## src/rtl/uart_pkg.sv

```systemverilog
// Shared UART definitions for the transmit and receive sides.
package uart_pkg;
  localparam int unsigned UART_BAUD_DEF  = 20;  // clock cycles per serial bit
  localparam int unsigned UART_DATA_BITS = 8;   // data bits per frame
  localparam int unsigned UART_CNT_W     = 14;  // bit timer width, N up to 16383

  typedef enum logic [1:0] {
    IDLE  = 2'd0,
    START = 2'd1,
    DATA  = 2'd2,
    STOP  = 2'd3
  } uart_state_e;
endpackage

```

## src/rtl/uart_tx_bit_timer.sv

```systemverilog
// Loadable down-counter timing one serial bit; restarts on load so each
// frame is phase-aligned to its own accept edge.
module uart_tx_bit_timer
  import uart_pkg::*;
#(
  parameter int unsigned BAUD_RATE_NUMBER = UART_BAUD_DEF
) (
  input  logic clk,
  input  logic rst_n,
  input  logic load,
  output logic expire
);
  localparam logic [UART_CNT_W-1:0] RELOAD = UART_CNT_W'(BAUD_RATE_NUMBER - 1);

  logic [UART_CNT_W-1:0] cnt_q, cnt_d;

  // Reload on accept or on expiry, otherwise count down.
  always_comb begin
    cnt_d = cnt_q - UART_CNT_W'(1);
    if (load || (cnt_q == '0)) cnt_d = RELOAD;
  end

  // Counter register.
  always_ff @(posedge clk) begin
    if (!rst_n) cnt_q <= RELOAD;
    else        cnt_q <= cnt_d;
  end

  assign expire = (cnt_q == '0);
endmodule

```

## src/rtl/uart_transmitter.sv

```systemverilog
// 8N1 UART transmitter: one byte per valid/ready handshake, LSB first.
module uart_transmitter
  import uart_pkg::*;
#(
  parameter int unsigned BAUD_RATE_NUMBER = UART_BAUD_DEF,
  parameter int unsigned DATA_BITS        = UART_DATA_BITS
) (
  input  logic                 clk,
  input  logic                 rst_n,
  input  logic [DATA_BITS-1:0] tx_data,
  input  logic                 tx_valid,
  output logic                 tx_ready,
  output logic                 tx,
  output logic                 tx_busy
);
  uart_state_e          state_q, state_d;
  logic [DATA_BITS-1:0] shift_q, shift_d;
  logic [2:0]           idx_q, idx_d;
  logic                 tx_q, tx_d;
  logic                 accept, expire;

  assign accept = tx_valid && (state_q == IDLE);

  uart_tx_bit_timer #(.BAUD_RATE_NUMBER(BAUD_RATE_NUMBER)) u_timer (
    .clk    (clk),
    .rst_n  (rst_n),
    .load   (accept),
    .expire (expire)
  );

  // State, datapath and line registers; reset abandons any frame in flight.
  always_ff @(posedge clk) begin
    if (!rst_n) begin
      state_q <= IDLE;
      shift_q <= '0;
      idx_q   <= '0;
      tx_q    <= 1'b1;
    end else begin
      state_q <= state_d;
      shift_q <= shift_d;
      idx_q   <= idx_d;
      tx_q    <= tx_d;
    end
  end

  // Next state: each non-idle state advances on bit-timer expiry.
  always_comb begin
    state_d = state_q;
    case (state_q)
      IDLE:    if (accept) state_d = START;
      START:   if (expire) state_d = DATA;
      DATA:    if (expire && (idx_q == 3'd7)) state_d = STOP;
      STOP:    if (expire) state_d = IDLE;
      default: state_d = IDLE;
    endcase
  end

  // Datapath next values; tx only moves on accept or expiry so it never glitches.
  always_comb begin
    shift_d = shift_q;
    idx_d   = idx_q;
    tx_d    = tx_q;
    case (state_q)
      IDLE: begin
        if (accept) begin
          shift_d = tx_data;
          idx_d   = '0;
          tx_d    = 1'b0;
        end
      end
      START: if (expire) tx_d = shift_q[0];
      DATA: begin
        if (expire) begin
          shift_d = shift_q >> 1;
          idx_d   = idx_q + 3'd1;
          tx_d    = (idx_q == 3'd7) ? 1'b1 : shift_q[1];
        end
      end
      STOP:    if (expire) tx_d = 1'b1;
      default: tx_d = 1'b1;
    endcase
  end

  // Handshake/status outputs decoded from state.
  always_comb begin
    tx_ready = (state_q == IDLE);
    tx_busy  = (state_q != IDLE);
  end

  assign tx = tx_q;
endmodule

```

## config.mk

```make
export PLATFORM = sky130hd
export DESIGN_NAME = uart_transmitter
export DESIGN_NICKNAME = d
export VERILOG_FILES = /design/src/rtl/uart_pkg.sv /design/src/rtl/uart_tx_bit_timer.sv /design/src/rtl/uart_transmitter.sv
export SDC_FILE = /design/constraint.sdc
export NUM_CORES = 1
export LEC_CHECK = 0
export ABC_AREA = 1
export BUFFER_PORTS_ARGS = -buffer_cell sky130_fd_sc_hd__buf_2
export CAP_MARGIN = 10
export CORE_MARGIN = 4
export CORE_UTILIZATION = 52
export DETAILED_ROUTE_END_ITERATION = 16
export PLACE_DENSITY = 0.83
export SETUP_SLACK_MARGIN = 0.1
export SLEW_MARGIN = 20
export SYNTH_ARGS = -nofsm -noshare
export SYNTH_HDL_FRONTEND = slang
export SYNTH_SLANG_ARGS = --single-unit
```

## constraint.sdc

```tcl
create_clock -name clk -period 3.9 [get_ports clk]
set_clock_uncertainty 0.2 [all_clocks]
set_input_delay 0.195 -clock clk [delete_from_list [all_inputs] [get_ports clk]]
set_output_delay 0.195 -clock clk [all_outputs]
set_load 0.01 [all_outputs]
```

==> summary.md <==
| Metric | Value |
|---|---|
| Status | complete, no violations |
| TritonCTS clock tree | built |
| R2R setup slack | 1.62 ns |
| Pins Over Slew Limit | 0 |
| DP Wirelength | 1.96 mm |
| Final Setup Violations | 0 |
| Clock Path Buffers | 2 |
| I/O Buffers | 13 |
| PostCTS Resize Cnt | 0 |
| Max-Cap Viols | 0 |
| Chip Height | 61.7 µm |
| Worst R2R Path Depth | 8 |
| Rows | 19 |
| Endpoint, Worst Hold | u_timer.cnt_q[0]$_SDFF_PP1_ |
| Leakage | 0.749 nW |
| Top cell type's share of synthesized area | 37.4% |
| CP arrival | 2.35 ns |
| Achievable clock frequency | 438 MHz |
| Via density | 4.98 |
| Post-layout util | 58.7% |
| Mapped Cells | 205 |
| Hold Path Origin | tx_valid |
| Drt pass-1 iters | 4 |
| Mapped Area | 1500 µm² |
| Crit path kind | reg -> reg |
| Seq/Total Area, Yosys | 37.4% |
| Reg2reg start | state_q[0]$_SDFFE_PN0P_ |
| First-pass GRT wire length | 4.69 mm |
| Net Count, Synth | 224 |
| Min Clock Period, post-route | 2.28 ns |
| Initial DRC count | 51 |
| Nets@finish | 238 |
| Largest net degree at the start of global routing | 18 |
| Max H-tree Level | 1 |
| Grt ovf | 0 |
| CTS Sinks | 28 |
| DR DRC count | 0 |
| Share of cells above drive strength 1 | 16.1% |
| YS warnings | 0 |
| Post-route ant nets | 0 |
| Total power | 0.00101 W |
| Clock Latency Late Sink | 0.32 ns |
| Worst-margin pin slew | 0.647 ns |
| Initial Util | 54.3% |
| Hold Crit Class | in -> reg |
| Post-detailed-route wirelength per cell | 10.2 µm |
| Clk slew on worst S/H paths | 0.15 ns |
| Synth top area cells | dfxtp_1, nor2_1, nand2_1 |
| Fin crit share | 58.5% |
| Most area-hungry cell type in the Yosys netlist | dfxtp_1 |
| Post-CTS Setup Bufs | 0 |
| Diodes inserted | 0 |
| Startpoint types | register |
| CORE AREA | 2760 µm² |
| Via count of the first global-routing pass | 1170 |
| GP Congestion | 0.785 |
| Hold_buf cts | 1 |
| TritonCTS Buffers | 3 |
| Clock root buffer | clkbuf_4 |
| Cell Pwr Density | 624 nW/µm² |
| Vias post-DR | 1239 |
| Chip Width | 61.7 µm |
| Post-synth cell types | 25 |
| Hold path depth | 3 |
| Maximum vdd ir drop | 0.483 mV |
| CP max FO | 14 |
| Final hold vios | 0 |
| Seq cells post-synth | 28 |
| Setup_tns | 0 ns |
| Initial antenna violation count | 0 |
| Syn_area_per_cell | 7.31 µm² |
| DRT Wirelength | 2.54 mm |
| Number of I/O pins | 14 |
| RR Endpoint | idx_q[2]$_SDFFE_PN0P_ |
| Slew HR | 56.9% |
| GRT Util Overall | 15.9% |
| RSZ-0062 raised after global routing | false |
| Die area | 3800 µm² |
| CP required | 3.97 ns |
| Area delta synth->final | 8.10% |
| Setup crit end kind | register |
## layout make-up
type                       count  area, µm²
sequential                    28        561
tap                           31       38.8
multi-input combinational    147        815
timing repair buffer          14       75.1
inverter                      25       93.8
clock buffer                   4       36.3
fill                         265       1140
## through the flow
step	area, µm²	hold slack [ns]	worst slack [ns]	std cells
after floorplan	1500	0.197	2.21	205
after global placement	1570	0.208	1.76	244
after detailed placement	1570	0.217	1.63	244
after CTS	1620	0.00528	1.59	249
after global routing	1620	0.0271	1.37	249
final	1620	0.0200	1.62	249
## worst max-delay path: stages, from the launching register on
cell	delay, ns
dfxtp_1	0.36
inv_1	0.13
ha_1	0.60
inv_1	0.22
o21ai_4	0.29
nand2_4	0.09
inv_2	0.16
nor2_1	0.07
nor2_1	0.10
## registers in the layout, summed over array words and instances, names as in the netlist
signal and flops:
state_q 2, u_timer.cnt_q 14, idx_q 3, tx 1, shift_q 8
## cells by family (layout without fill, tap and decap cells)
logic type | after synthesis | in the layout | share of synthesized area, %
AO/OA/AOI/OAI | 21 | 21 | 8.02
XOR/XNOR | 1 | 1 | 0.585
adder cells (fa/ha/maj) | 8 | 8 | 6.68
buffers and inverters | 30 | 43 | 8.19
flip-flops | 28 | 28 | 37.4
multiplexers | 7 | 7 | 4.68
AND/OR/NAND/NOR | 110 | 110 | 34.4
## per-layer routing
| metal | vias up | wire length, µm | part of all wire, % | global-route usage (%) |
|---|---|---|---|---|
| li1 | 675 | - | - | - |
| met1 | 552 | 1280 | 50 | 21.5 |
| met2 | 10 | 1200 | 47 | 26.6 |
| met3 | 2 | 48 | 1.9 | 1.89 |
| met4 | 0 | 14 | 0.55 | 4.24 |
| met5 | - | 0 | 0 | 0 |
## where the power goes
| group | switching, W | internal (W) | leakage (nW) |
|---|---|---|---|
| Clock | 0.0000832 | 0.0000571 | 0.0210 |
| Sequential | 0.0000413 | 0.000354 | 0.229 |
| Combinational | 0.000294 | 0.000181 | 0.499 |
| Total | 0.000419 | 0.000592 | 0.749 |
## cells in the final DEF, fill, tap and decap left out
cell type and instances:
nor2_1 38, nand2_1 34, nor3_1 2, xnor2_1 1
dfxtp_1 28, inv_1 24, a21oi_1 11, nand4_1 6
clkbuf_4 3, nand3_1 13, inv_2 1, nand3b_1 1
or2_2 5, nand2_4 3, o21ai_0 7, o21bai_1 1
ha_1 8, nand2_2 3, a31oi_1 1, nor2_4 2
buf_2 13, dlygate4sd3_1 1, nor2_2 3, mux2i_1 7
o21ai_4 1, clkbuf_8 1
## Yosys cell counts
cell type and number:
a21oi_1 11, a31oi_1 1, buf_2 2, buf_6 1, clkbuf_1 2, dfxtp_1 28
ha_1 8, inv_1 24, inv_2 1, mux2i_1 7, nand2_1 34, nand2_2 3
nand2_4 3, nand3_1 13, nand3b_1 1, nand4_1 6, nor2_1 38, nor2_2 3
nor2_4 2, nor3_1 2, o21ai_0 7, o21ai_4 1, o21bai_1 1, or2_2 5
xnor2_1 1
## worst max path at each step
stage                                 start                       to  slack, ns  cells after the start
finish              state_q[0]$_SDFFE_PN0P_    idx_q[2]$_SDFFE_PN0P_       1.62                      8
global route        state_q[0]$_SDFFE_PN0P_    idx_q[2]$_SDFFE_PN0P_       1.37                      8
CTS                 state_q[0]$_SDFFE_PN0P_    idx_q[2]$_SDFFE_PN0P_       1.59                      8
detailed placement  state_q[0]$_SDFFE_PN0P_    idx_q[2]$_SDFFE_PN0P_       1.63                      8
global placement    state_q[0]$_SDFFE_PN0P_    idx_q[2]$_SDFFE_PN0P_       1.76                      8
floorplan           state_q[0]$_SDFFE_PN0P_  state_q[0]$_SDFFE_PN0P_       2.21                      8
Note: power is estimated with default switching activity, not from simulation.
